==> config.mk <==
export PLATFORM = sky130hd
export DESIGN_NAME = ram_share_arb_flat
export DESIGN_NICKNAME = d
export VERILOG_FILES = /design/src/rtl/mips_mem_pkg.sv /design/src/rtl/ram_share_arb_if.sv /design/src/rtl/arb_sat_cnt.sv /design/src/rtl/ram_share_arb.sv /design/src/flat_wrapper.sv
export SDC_FILE = /design/constraint.sdc
export NUM_CORES = 1
export LEC_CHECK = 0
export ABC_AREA = 1
export BUFFER_PORTS_ARGS = -buffer_cell sky130_fd_sc_hd__buf_2
export CAP_MARGIN = 25
export CORE_MARGIN = 10
export CORE_UTILIZATION = 41
export CTS_CLUSTER_SIZE = 20
export DETAILED_ROUTE_END_ITERATION = 8
export GPL_ROUTABILITY_DRIVEN = 0
export GPL_TIMING_DRIVEN = 0
export PLACE_DENSITY = 0.78
export SYNTH_ARGS = -nofsm -noshare
export SYNTH_HDL_FRONTEND = slang
export SYNTH_SLANG_ARGS = --single-unit
==> constraint.sdc <==
create_clock -name clk -period 1.8 [get_ports clk]
set_clock_uncertainty 0.05 [all_clocks]
set_input_delay 0.27 -clock clk [delete_from_list [all_inputs] [get_ports clk]]
set_output_delay 0.27 -clock clk [all_outputs]
set_load 0.005 [all_outputs]
==> src/rtl/mips_mem_pkg.sv <==
// Shared definitions for the CPU data-RAM sharing logic: RAM geometry and port-owner encoding.
package mips_mem_pkg;

    localparam int unsigned RAM_ADDR_W = 13;
    localparam int unsigned RAM_DATA_W = 32;

    typedef enum logic [1:0] {
        OWN_NONE = 2'd0,
        OWN_CPU  = 2'd1,
        OWN_HOST = 2'd2
    } owner_e;

endpackage

==> src/rtl/ram_share_arb_if.sv <==
// Bundle of the CPU port, host load port and RAM port seen by ram_share_arb.
interface ram_share_arb_if
    import mips_mem_pkg::*;
#(
    parameter int unsigned ADDR_W = RAM_ADDR_W,
    parameter int unsigned DATA_W = RAM_DATA_W
);

    logic              cpu_req;
    logic [ADDR_W-1:0] cpu_addr;
    logic [DATA_W-1:0] cpu_wdata;
    logic              cpu_wen;
    logic              cpu_stall;
    logic [DATA_W-1:0] cpu_rdata;

    logic              host_req;
    logic [ADDR_W-1:0] host_addr;
    logic [DATA_W-1:0] host_wdata;
    logic              host_wen;
    logic              host_gnt;
    logic              host_rvalid;
    logic [DATA_W-1:0] host_rdata;

    logic [ADDR_W-1:0] ram_addr;
    logic [DATA_W-1:0] ram_wdata;
    logic              ram_wen;
    logic [DATA_W-1:0] ram_rdata;

    modport slave (
        input  cpu_req, cpu_addr, cpu_wdata, cpu_wen,
        input  host_req, host_addr, host_wdata, host_wen,
        input  ram_rdata,
        output cpu_stall, cpu_rdata,
        output host_gnt, host_rvalid, host_rdata,
        output ram_addr, ram_wdata, ram_wen
    );

    modport master (
        output cpu_req, cpu_addr, cpu_wdata, cpu_wen,
        output host_req, host_addr, host_wdata, host_wen,
        output ram_rdata,
        input  cpu_stall, cpu_rdata,
        input  host_gnt, host_rvalid, host_rdata,
        input  ram_addr, ram_wdata, ram_wen
    );

endinterface

==> src/rtl/arb_sat_cnt.sv <==
// Saturating up-counter with synchronous clear; clear has priority over increment.
module arb_sat_cnt #(
    parameter int unsigned WIDTH = 16
) (
    input  logic             clk,
    input  logic             clr,
    input  logic             inc,
    output logic [WIDTH-1:0] cnt
);

    logic [WIDTH-1:0] cnt_q;

    always_ff @(posedge clk) begin
        if (clr) begin
            cnt_q <= '0;
        end else if (inc && (cnt_q != '1)) begin
            cnt_q <= cnt_q + WIDTH'(1);
        end
    end

    assign cnt = cnt_q;

endmodule

==> src/rtl/ram_share_arb.sv <==
// Shares the single-port data RAM between the CPU and the host load port with fair alternation.
// Define ARB_HOST_BURST_EN to let the host hold the port for up to HOST_BURST contended beats.
module ram_share_arb
    import mips_mem_pkg::*;
#(
    parameter int unsigned ADDR_W = RAM_ADDR_W,
    parameter int unsigned DATA_W = RAM_DATA_W
`ifdef ARB_HOST_BURST_EN
    ,
    parameter int unsigned HOST_BURST = 4
`endif
) (
    input  logic            clk,
    input  logic            reset,
    ram_share_arb_if.slave  bus,
    output logic [15:0]     stall_cnt
);

    owner_e            gnt;
    owner_e            last_q, last_d;
    owner_e            rd_owner_q, rd_owner_d;
    logic              host_wins;
    logic [ADDR_W-1:0] gnt_addr;
    logic [DATA_W-1:0] gnt_wdata;
    logic              gnt_wen;
    logic [DATA_W-1:0] cpu_rdata_q, host_rdata_q;

`ifdef ARB_HOST_BURST_EN
    localparam int unsigned BurstW = $clog2(HOST_BURST + 1);

    logic [BurstW-1:0] burst_q, burst_d;

    // Host keeps the port under contention until it has used its burst allowance.
    assign host_wins = (last_q == OWN_CPU) || (burst_q < BurstW'(HOST_BURST));

    always_comb begin
        burst_d = burst_q;
        if ((gnt == OWN_CPU) || !bus.host_req) begin
            burst_d = '0;
        end else if ((gnt == OWN_HOST) && bus.cpu_req) begin
            burst_d = burst_q + BurstW'(1);
        end
    end

    always_ff @(posedge clk) begin
        if (reset) begin
            burst_q <= '0;
        end else begin
            burst_q <= burst_d;
        end
    end
`else
    assign host_wins = (last_q == OWN_CPU);
`endif

    always_comb begin
        gnt = OWN_NONE;
        if (!reset) begin
            if (bus.cpu_req && bus.host_req) begin
                gnt = host_wins ? OWN_HOST : OWN_CPU;
            end else if (bus.cpu_req) begin
                gnt = OWN_CPU;
            end else if (bus.host_req) begin
                gnt = OWN_HOST;
            end
        end
    end

    always_comb begin
        gnt_addr  = '0;
        gnt_wdata = '0;
        gnt_wen   = 1'b0;
        unique case (gnt)
            OWN_CPU: begin
                gnt_addr  = bus.cpu_addr;
                gnt_wdata = bus.cpu_wdata;
                gnt_wen   = bus.cpu_wen;
            end
            OWN_HOST: begin
                gnt_addr  = bus.host_addr;
                gnt_wdata = bus.host_wdata;
                gnt_wen   = bus.host_wen;
            end
            default: ;
        endcase
    end

    assign bus.ram_addr  = gnt_addr;
    assign bus.ram_wdata = gnt_wdata;
    assign bus.ram_wen   = gnt_wen;
    assign bus.cpu_stall = bus.cpu_req && (gnt != OWN_CPU) && !reset;
    assign bus.host_gnt  = (gnt == OWN_HOST);

    always_comb begin
        last_d     = (gnt == OWN_NONE) ? last_q : gnt;
        rd_owner_d = (gnt != OWN_NONE && !gnt_wen) ? gnt : OWN_NONE;
    end

    // A read in flight when reset rises is dropped rather than delivered.
    assign bus.host_rvalid = (rd_owner_q == OWN_HOST) && !reset;
    assign bus.host_rdata  = bus.host_rvalid ? bus.ram_rdata : host_rdata_q;
    assign bus.cpu_rdata   = ((rd_owner_q == OWN_CPU) && !reset) ? bus.ram_rdata : cpu_rdata_q;

    always_ff @(posedge clk) begin
        if (reset) begin
            last_q       <= OWN_CPU;
            rd_owner_q   <= OWN_NONE;
            cpu_rdata_q  <= '0;
            host_rdata_q <= '0;
        end else begin
            last_q       <= last_d;
            rd_owner_q   <= rd_owner_d;
            cpu_rdata_q  <= bus.cpu_rdata;
            host_rdata_q <= bus.host_rdata;
        end
    end

    arb_sat_cnt #(
        .WIDTH(16)
    ) u_stall_cnt (
        .clk(clk),
        .clr(reset),
        .inc(bus.cpu_stall),
        .cnt(stall_cnt)
    );

endmodule
==> src/flat_wrapper.sv <==
// flat-port wrapper written by rule: the top's interface ports become plain ports
module ram_share_arb_flat import mips_mem_pkg::*;
#(
    parameter int unsigned ADDR_W = RAM_ADDR_W,
    parameter int unsigned DATA_W = RAM_DATA_W

)
  (clk, reset, stall_cnt, bus_cpu_req, bus_cpu_addr, bus_cpu_wdata, bus_cpu_wen, bus_host_req, bus_host_addr, bus_host_wdata, bus_host_wen, bus_ram_rdata, bus_cpu_stall, bus_cpu_rdata, bus_host_gnt, bus_host_rvalid, bus_host_rdata, bus_ram_addr, bus_ram_wdata, bus_ram_wen);
  ram_share_arb_if #(.ADDR_W(ADDR_W), .DATA_W(DATA_W)) bus_i ();
  input  logic clk;
  input  logic reset;
  output logic [15:0] stall_cnt;
  input wire logic [$bits(bus_i.cpu_req)-1:0] bus_cpu_req;
  input wire logic [$bits(bus_i.cpu_addr)-1:0] bus_cpu_addr;
  input wire logic [$bits(bus_i.cpu_wdata)-1:0] bus_cpu_wdata;
  input wire logic [$bits(bus_i.cpu_wen)-1:0] bus_cpu_wen;
  input wire logic [$bits(bus_i.host_req)-1:0] bus_host_req;
  input wire logic [$bits(bus_i.host_addr)-1:0] bus_host_addr;
  input wire logic [$bits(bus_i.host_wdata)-1:0] bus_host_wdata;
  input wire logic [$bits(bus_i.host_wen)-1:0] bus_host_wen;
  input wire logic [$bits(bus_i.ram_rdata)-1:0] bus_ram_rdata;
  output wire logic [$bits(bus_i.cpu_stall)-1:0] bus_cpu_stall;
  output wire logic [$bits(bus_i.cpu_rdata)-1:0] bus_cpu_rdata;
  output wire logic [$bits(bus_i.host_gnt)-1:0] bus_host_gnt;
  output wire logic [$bits(bus_i.host_rvalid)-1:0] bus_host_rvalid;
  output wire logic [$bits(bus_i.host_rdata)-1:0] bus_host_rdata;
  output wire logic [$bits(bus_i.ram_addr)-1:0] bus_ram_addr;
  output wire logic [$bits(bus_i.ram_wdata)-1:0] bus_ram_wdata;
  output wire logic [$bits(bus_i.ram_wen)-1:0] bus_ram_wen;
  assign bus_i.cpu_req = bus_cpu_req;
  assign bus_i.cpu_addr = bus_cpu_addr;
  assign bus_i.cpu_wdata = bus_cpu_wdata;
  assign bus_i.cpu_wen = bus_cpu_wen;
  assign bus_i.host_req = bus_host_req;
  assign bus_i.host_addr = bus_host_addr;
  assign bus_i.host_wdata = bus_host_wdata;
  assign bus_i.host_wen = bus_host_wen;
  assign bus_i.ram_rdata = bus_ram_rdata;
  assign bus_cpu_stall = bus_i.cpu_stall;
  assign bus_cpu_rdata = bus_i.cpu_rdata;
  assign bus_host_gnt = bus_i.host_gnt;
  assign bus_host_rvalid = bus_i.host_rvalid;
  assign bus_host_rdata = bus_i.host_rdata;
  assign bus_ram_addr = bus_i.ram_addr;
  assign bus_ram_wdata = bus_i.ram_wdata;
  assign bus_ram_wen = bus_i.ram_wen;
  ram_share_arb #(.ADDR_W(ADDR_W), .DATA_W(DATA_W)) u_core (.clk(clk), .reset(reset), .bus(bus_i), .stall_cnt(stall_cnt));
endmodule
==> flow_summary.ini, run 1 <==
[detailed_routing]
drt_pass1_iterations = 5
wl_per_cell_um = 19.4
vias_per_cell = 5.23
wirelength_um = 24200
drt_iter0_markers = 465
vias = 6522
ant_nets = 0
drcViolationCount = 0

[worst_hold_path]
whs_path_depth = 3
hp-class = primary input to flop

[worst_setup_path]
cpMaxStageDelayCell = dfxtp_2
path_buf_inv = 6
end_kind = primary output
cp_data_arrival_time_ns = 2.03
required_ns = 1.48
critPathMaxFanout = 7
crit_chain = inv_2, nand3_2, o21a_1, nor2_2, inv_2, ha_4, inv_4, clkbuf_16, clkbuf_8, a21oi_4, buf_6
critPathKind = flop to primary output
worstSetupStartpointType = flop
crit_top_cell = inv_2
slowest_delay_ns = 0.33
crit_cells = 11
reg2regPathDepth = 15
critPathTopFamily = buffers and inverters

[timing]
setup_slack_ns = -0.553
hold_viol = 0
slew_violations = 0
setup_viol = 131
rsz0062_at_grt = true
relSlewSlack_pct = 49.4
period_share_pct = 131
period_needed_ns = 2.35
tns_ns = -32.65
fmax_mhz = 425
worst_pin_slew_ns = 0.760

[final_layout]
final_common_cell = buf_2
nFillCells = 726
final_cell_mix = buf_2 (250), nand2_1 (108), buf_4 (88)
drive_gt1_share_pct = 64.7
multi_input_area_um2 = 3380
stdcell_area_um2 = 8880
area_delta_synth_final_pct = 83.4
seq_area_um2 = 1690
fin_cells = 1248
diodes = 0
nets = 1232

[clocking]
clock_path_buffers = 2
cts_buffers = 9
cts.htree.levels = 3
clk_latency_ns = 0.35
cts_tree = done
clk_pin_slew_worst_paths_ns = 0.09
cts_root_buf = clkbuf_16
clock_sink_count = 84
ctsHoldBuffers = 0

[placed_design]
numPortBuffers = 255
hpwl_um = 13900
placed_cell_area_um2 = 6310
preCtsSetupSlack_ns = -0.446
post-place-cells = 1117

[global_routing]
grt.busiest_layer = met2
globalRouteMet1Util_pct = 25.6
grt_pass1_vias = 6556
overflow = 0
grtUsageMet3_pct = 8.09
grt_pass1_wl_um = 34200
grt_max_degree = 18
track_usage_pct = 25.7
antenna_found_initial = 0
grtUsageMet2_pct = 48.0

[die]
pin_count = 257
die_w_um = 129
die_height_um = 129
rows = 39
start_util_pct = 42.1
die_area_um2 = 16600
core_region_area_um2 = 11500

[power_and_ir_drop]
pwr_density_cell_nw_per_um2 = 631
internal-power_mw = 3.78
power.leakage_nw = 4.47
switchingPower_mw = 1.82
switching_share_pct = 32.5
comb_power_share_pct = 31.2
ir_worst_vdd_uv = 494
clockPowerShare_pct = 33.6
p_seq_share_pct = 35.2

[yosys]
muxShareOfSynthArea_pct = 0
synth-simple-area-share_pct = 29.1
syn_nets = 851
netlist_instances = 719
syn_area_um2 = 4840
synth_ff_type = dfxtp_1
syn_area_per_cell_um2 = 6.74
synth_compound_area_share_pct = 20.8
synth-seq-area-share_pct = 34.7
async_reset_ff_share_pct = 0
synthAdderAreaFrac_pct = 1.03
yosys.cell_types.count = 35
synth_seq_cells = 84
synth_warnings = 0
synth_top_family_by_area = simple AND/OR/NAND/NOR gates
synth_edf_count = 0
synth_xor_area_share_pct = 0.542

[status]
violations = setup timing
outcome = complete, but fails checks

[flow_run]
max_cap_violations = 0
-- final timing paths --
check                                            endpoint                          start  slack, ns
setup / recovery                         bus_ram_wdata[7]  u_core.last_q[1]$_SDFFE_PP0N_      -0.55
hold / removal         u_core.host_rdata_q[13]$_SDFF_PP0_              bus_ram_rdata[13]       0.13
setup reg to reg  u_core.u_stall_cnt.cnt[14]$_SDFFE_PP0P_  u_core.last_q[1]$_SDFFE_PP0N_      -0.24
hold reg to reg             u_core.last_q[0]$_SDFFE_PP1N_  u_core.last_q[0]$_SDFFE_PP1N_       0.44
-- cells in the mapped netlist (all sizes together) (4+ instances only) --
| library cell | count | area (µm²) |
|---|---|---|
| o21ai | 36 | 180 |
| nand2 | 143 | 552 |
| buf | 21 | 141 |
| dfxtp | 84 | 1680 |
| inv | 119 | 452 |
| or2 | 65 | 407 |
| nor2 | 81 | 319 |
| nand3 | 18 | 103 |
| clkbuf | 20 | 77.6 |
| a21oi | 85 | 425 |
| ha | 4 | 50.1 |
| a211oi | 32 | 355 |
-- stage by stage --
stage / hold slack, ns / power, mW / util (%)
6_report: 0.126 / 5.60 / 77.1
5_1_grt: 0.154 / 5.79 / 77.1
4_1_cts: 0.127 / 5.33 / 72.4
3_5_place_dp: 0.430 / 2.97 / 54.8
3_3_place_gp: 0.415 / 2.95 / 54.8
2_1_floorplan: 0.372 / 2.53 / -
-- area by class of cell --
type                    instances  area share (%)
flip-flops and latches         84            19.0
well taps                     143            2.01
inverters                     119            5.31
repair inverters                1          0.0704
plain buffers                  40            5.54
clock inverters                 7           0.775
clock buffers                   9            2.54
multi-input cells             475            38.1
repair buffers                370            26.6
-- state kept, by name (all words and copies together) (netlist names) --
| signal | flops |
|---|---|
| u_core.cpu_rdata_q | 32 |
| u_core.host_rdata_q | 32 |
| u_core.u_stall_cnt.cnt | 16 |
| u_core.last_q | 2 |
| u_core.rd_owner_q | 2 |
-- tightest hold or removal path: stages --
cell and delay [ns]:
buf_2 0.10, o21ai_2 0.07, nor2_1 0.07
-- power groups by stage --
stage / combinational (mW) / sequential [mW] / clock, mW
2_1_floorplan: 0.534 / 1.99 / 0
3_3_place_gp: 0.959 / 2.00 / 0
3_5_place_dp: 0.972 / 2.00 / 0
4_1_cts: 1.52 / 1.96 / 1.85
5_1_grt: 1.86 / 1.97 / 1.96
6_report: 1.75 / 1.97 / 1.88
-- cell families (layout without fill, tap and decap cells) --
group,count (synthesis),after routing
AO/OA/AOI/OAI,159,159
XOR/XNOR,3,3
adder cells (fa/ha/maj),4,4
buffers and inverters,160,546
flip-flops,84,84
AND/OR/NAND/NOR,309,309
-- repair_timing --
| item | CTS | global route |
|---|---|---|
| buffers inserted | 85 | 22 |
| endpoints found under the setup margin | 121 | 132 |
| cloned | 12 | 2 |
| gates resized for setup | 330 | 110 |
| pin swaps | 19 | 27 |
-- routing by layer --
| metal | up-vias | part of all wire, % |
|---|---|---|
| met2 | 352 | 53 |
| met5 | - | 0 |
| met1 | 3074 | 34 |
| met3 | 85 | 8.3 |
| met4 | 0 | 4.0 |
| li1 | 3011 | - |
Note: power is estimated with default switching activity, not from simulation.
==> run 2, diff against run 1 <==
--- a/config.mk
+++ b/config.mk
@@ -18,3 +18,4 @@
 export SYNTH_ARGS = -nofsm -noshare
 export SYNTH_HDL_FRONTEND = slang
 export SYNTH_SLANG_ARGS = --single-unit
+export TNS_END_PERCENT = 20
==> run 2 against run 1 <==
- the flow still finishes with violations (setup timing)
- worst setup slack improved by 0.017 ns
- cell count decreased by 7.5%
- routed wire length decreased by 23%
- power decreased by 7.9%
- design area decreased by 15%
- first-iteration DRC count decreased by 51%
- via count decreased by 13%
- clock power decreased by 3%
- critical path type unchanged
- largest power group unchanged
==> flow_summary.ini, run 2 (synthesis gave the netlist of run 1 again) <==
[timing]
worst_pin_slew_ns = 0.724
fmax_mhz = 428
rsz0062_at_grt = true
setup_viol = 125
hold_viol = 0
relSlewSlack_pct = 51.7
tns_ns = -31.25
period_needed_ns = 2.34
setup_slack_ns = -0.536
slew_violations = 0
period_share_pct = 130

[power_and_ir_drop]
power.leakage_nw = 4.02
power_mw = 5.16
ir_worst_vdd_uv = 439
pwr_density_cell_nw_per_um2 = 682

[final_layout]
final_cell_mix = buf_2 (254), nand2_1 (119), inv_1 (110)
nets = 1138
drive_gt1_share_pct = 52.2
area_delta_synth_final_pct = 56.1
utilization_pct = 65.7
diodes = 0
nFillCells = 975
final_common_cell = buf_2

[clocking]
cts_tree = done
cts.htree.levels = 3
cts_buffers = 9
clock_path_buffers = 2
clk_pin_slew_worst_paths_ns = 0.07
clock_sink_count = 84
cts_root_buf = clkbuf_16
clk_latency_ns = 0.34

[die]
rows = 39
die_height_um = 129
pin_count = 257
core_region_area_um2 = 11500
start_util_pct = 42.1
die_w_um = 129
die_area_um2 = 16600

[global_routing]
grt_pass1_wl_um = 27500
antenna_found_initial = 0
track_usage_pct = 20.5
grt_pass1_vias = 5482
overflow = 0
grt_max_degree = 18

[detailed_routing]
drt_iter0_markers = 229
wirelength_um = 18600
vias = 5660
drt_pass1_iterations = 5
wl_per_cell_um = 16.1
vias_per_cell = 4.90
ant_nets = 0
drcViolationCount = 0

[worst_hold_path]
hp-class = primary input to flop

[worst_setup_path]
path_buf_inv = 6
critPathTopFamily = buffers and inverters
cpMaxStageDelayCell = dfxtp_2
cp_data_arrival_time_ns = 2.02
crit_top_cell = inv_2
required_ns = 1.48
end_kind = primary output
worstSetupStartpointType = flop
critPathMaxFanout = 7
crit_chain = inv_2, nand3_2, o21a_1, nor2_4, inv_2, buf_6, ha_4, buf_12, clkbuf_16, nand2_2, a21oi_2, buf_2
critPathKind = flop to primary output
slowest_delay_ns = 0.34

[placed_design]
numPortBuffers = 255
preCtsSetupSlack_ns = -0.446
hpwl_um = 13900

[status]
outcome = complete, but fails checks
violations = setup timing

[flow_run]
max_cap_violations = 0
run 2: cell types whose count changed in the layout (fill, tap and decap cells not counted), sizes merged:
cell,before,now
buf,393,301
clkbuf,26,25
inv,123,122
run 2: path summary, 6_finish.rpt:
check	startpoint	endpoint	slack [ns]	cells after the start
worst max-delay path	u_core.last_q[1]$_SDFFE_PP0N_	bus_ram_addr[5]	-0.54	12
worst min-delay path	bus_ram_rdata[23]	u_core.host_rdata_q[23]$_SDFF_PP0_	0.13	3
worst max register to register	u_core.last_q[0]$_SDFFE_PP1N_	u_core.u_stall_cnt.cnt[9]$_SDFFE_PP0P_	-0.22	13
worst min register to register	u_core.u_stall_cnt.cnt[8]$_SDFFE_PP0P_	u_core.u_stall_cnt.cnt[8]$_SDFFE_PP0P_	0.45	2
run 2: final cells by class:
type | count | area (µm²) | area share, %
Multi-Input combinational cell | 475 | 2940 | 38.8
Sequential cell | 84 | 1690 | 22.3
Timing Repair Buffer | 276 | 1570 | 20.7
Inverter | 119 | 457 | 6.04
Buffer | 41 | 442 | 5.84
Clock buffer | 9 | 225 | 2.98
Tap cell | 143 | 179 | 2.37
Clock inverter | 7 | 68.8 | 0.910
run 2: report_power, final:
group / leakage, nW / switching, mW / internal, mW / total, mW
logic: 3.20 / 0.712 / 0.667 / 1.38
clock network: 0.137 / 0.849 / 0.968 / 1.82
registers: 0.682 / 0.0328 / 1.93 / 1.96
total: 4.02 / 1.59 / 3.56 / 5.16
run 2: worst reg2reg max path, stage by stage, from the launching register on:
cell	delay, ns
dfxtp_2	0.35
nand3_2	0.09
o21a_1	0.15
nor2_4	0.10
inv_2	0.06
buf_6	0.12
ha_4	0.17
buf_12	0.12
nor2_4	0.23
nand2_1	0.11
nor2_1	0.16
nand3_1	0.09
nand2_1	0.06
nor2_1	0.05
run 2: per-layer routing:
layer	global-route usage, %	up-vias	wire (µm)
li1	-	2831	-
met1	21.5	2567	7030
met2	36.2	225	9530
met3	6.90	37	1570
met4	9.77	0	493
met5	0	-	0
run 2: stage by stage:
step / instance area [µm²] / hold slack (ns) / std cells
final: 7560 / 0.133 / 1154
after global routing: 7560 / 0.143 / 1154
after CTS: 7150 / 0.129 / 1143
after detailed placement: 6310 / 0.430 / 1117
after global placement: 6310 / 0.415 / 1117
after floorplan: 4860 / 0.372 / 719
run 2: repair_timing:
item                                    in CTS  in global routing
endpoints found under the setup margin     121                130
gates resized for setup                    139                 89
pin swaps                                    4                 24
cloned                                       4                  4
hold buffers                                 0                  0
setup buffers                                6                  8
==> run 3, diff against run 2 <==
--- a/config.mk
+++ b/config.mk
@@ -15,6 +15,7 @@
 export GPL_ROUTABILITY_DRIVEN = 0
 export GPL_TIMING_DRIVEN = 0
 export PLACE_DENSITY = 0.78
+export SETUP_SLACK_MARGIN = 0.1
 export SYNTH_ARGS = -nofsm -noshare
 export SYNTH_HDL_FRONTEND = slang
 export SYNTH_SLANG_ARGS = --single-unit
==> constraint.sdc (replaced) <==
create_clock -name clk -period 1.8 [get_ports clk]
set_clock_uncertainty 0.05 [all_clocks]
set_input_delay 0.36 -clock clk [delete_from_list [all_inputs] [get_ports clk]]
set_output_delay 0.36 -clock clk [all_outputs]
set_load 0.005 [all_outputs]
==> run 3 against run 2 <==
- the run still ends with setup timing left
- cell count down 0.87%
- worst hold slack better by 0.097 ns
- die area unchanged
- via count down 3.3%
- worst setup slack worse by 0.081 ns
- register-to-register slack better by 0.10 ns
- largest cell class unchanged
- combinational power down 7%
- routed wire length down 1.6%
==> flow_summary.ini, run 3 (synthesis gave the netlist of run 1 again) <==
[detailed_routing]
vias = 5475
wl_met3_um = 1640
drcViolationCount = 0
vias_per_cell = 4.79
wl_per_cell_um = 16.0
wirelength_um = 18300
wl_met1_um = 6800
route.met2.wl_um = 9480
ant_nets = 0
drt_pass1_iterations = 4
drt_iter0_markers = 282
top_layer_used = met4

[global_routing]
grt_pass1_vias = 5537
grt_pass1_wl_um = 28200
track_usage_pct = 21.1
antenna_found_initial = 0
grt_max_degree = 16
overflow = 0

[clocking]
clk_latency_ns = 0.34
cts_buffers = 9
cts.htree.levels = 3
clock_path_buffers = 2
cts_root_buf = clkbuf_16
ctsHoldBuffers = 0
cts_tree = done
clk_pin_slew_worst_paths_ns = 0.07
clock_sink_count = 84

[worst_setup_path]
critPathMaxFanout = 10
end_kind = primary output
slowest_delay_ns = 0.34
worstSetupStartpointType = flop
cpMaxStageDelayCell = dfxtp_2
cp_data_arrival_time_ns = 2.01
crit_chain = inv_2, nand3_4, o21a_4, nor2_4, ha_2, clkbuf_16, clkbuf_8, nand2_1, a21oi_4, buf_2
required_ns = 1.39
path_buf_inv = 4
reg2reg_setup_slack_ns = -0.12
critPathTopFamily = buffers and inverters
critPathKind = flop to primary output

[die]
start_util_pct = 42.1
die_height_um = 129
core_region_area_um2 = 11500
die_w_um = 129
rows = 39
pin_count = 257
die_area_um2 = 16600

[placed_design]
preCtsSetupSlack_ns = -0.547
numPortBuffers = 255
post-place-cells = 1117
placed_cell_area_um2 = 6520
hpwl_um = 14300

[timing]
rsz0062_at_grt = true
setup_slack_ns = -0.617
relSlewSlack_pct = 51.2
hold_viol = 0
worst_pin_slew_ns = 0.731
period_share_pct = 134
period_needed_ns = 2.42
fmax_mhz = 414
setup_viol = 125
slew_violations = 0

[power_and_ir_drop]
pwr_density_cell_nw_per_um2 = 685
switchingPower_mw = 1.49
power.leakage_nw = 3.92
p_seq_share_pct = 39.2
ir_worst_vdd_uv = 428
comb_power_share_pct = 25.7
internal-power_mw = 3.53
clockPowerShare_pct = 35.1
switching_share_pct = 29.7

[worst_hold_path]
hp-class = primary input to flop

[status]
violations = setup timing
outcome = complete, but fails checks

[final_layout]
diodes = 0
drive_gt1_share_pct = 50.7
stdcell_area_um2 = 7320
area_delta_synth_final_pct = 51.1
nets = 1128
final_cell_mix = buf_2 (255), nand2_1 (136), inv_1 (110)
fin_cells = 1144
final_common_cell = buf_2

[flow_run]
max_cap_violations = 0
==> run 3: cell count changes in the layout (fill, tap and decap cells not counted), sizes merged <==
cell	before	now
inv	122	120
clkinv	2	3
clkbuf	25	30
buf	301	287
==> run 3: timing repair <==
action | CTS | global route
setup endpoints to repair | 131 | 131
endpoints found under the hold margin | 0 | 0
cloned | 4 | 0
pin swaps | 13 | 1
buffers inserted | 7 | 0
resized for setup | 104 | 36
==> run 3: area by class of cell <==
class,count,area (µm²)
fill,1049,4200
multi-input combinational,475,2850
sequential,84,1690
timing repair buffer,266,1400
inverter,119,464
buffer,41,448
clock buffer,10,239
tap,143,179
clock inverter,6,48.8
==> run 3: path summary, 6_finish.rpt <==
kind,depth (start not counted),to,startpoint
worst min register to register,2,u_core.u_stall_cnt.cnt[8]$_SDFFE_PP0P_,u_core.u_stall_cnt.cnt[8]$_SDFFE_PP0P_
worst max register to register,13,u_core.u_stall_cnt.cnt[13]$_SDFFE_PP0P_,u_core.last_q[1]$_SDFFE_PP0N_
worst min-delay path,3,u_core.host_rdata_q[1]$_SDFF_PP0_,bus_ram_rdata[1]
worst max-delay path,10,bus_ram_addr[9],u_core.last_q[1]$_SDFFE_PP0N_
==> run 3: metrics by stage <==
step / power, mW / TNS [ns] / util [%] / hold slack (ns)
2_1_floorplan: 2.61 / -3.22 / - / 0.423
3_3_place_gp: 3.05 / -31.37 / 56.6 / 0.430
3_5_place_dp: 3.06 / -31.78 / 56.6 / 0.453
4_1_cts: 5.02 / -40.11 / 62.7 / 0.219
5_1_grt: 5.27 / -51.20 / 63.5 / 0.227
6_report: 5.01 / -39.49 / 63.5 / 0.230
==> run 3: per-layer routing <==
| layer | GRT usage (%) | up-vias |
|---|---|---|
| li1 | - | 2809 |
| met1 | 20.9 | 2463 |
| met2 | 39.0 | 183 |
| met3 | 8.50 | 20 |
| met4 | 7.49 | 0 |
| met5 | 0 | - |
==> run 3: power groups by stage <==
| stage | clock network [mW] | registers (mW) | logic, mW |
|---|---|---|---|
| 2_1_floorplan | 0 | 1.99 | 0.621 |
| 3_3_place_gp | 0 | 2.00 | 1.05 |
| 3_5_place_dp | 0 | 2.00 | 1.06 |
| 4_1_cts | 1.80 | 1.96 | 1.26 |
| 5_1_grt | 1.89 | 1.97 | 1.41 |
| 6_report | 1.76 | 1.96 | 1.29 |
==> run 3: worst min-delay path: stages <==
cell     delay [ns]
buf_2          0.09
o21ai_2        0.06
nor2_1         0.07
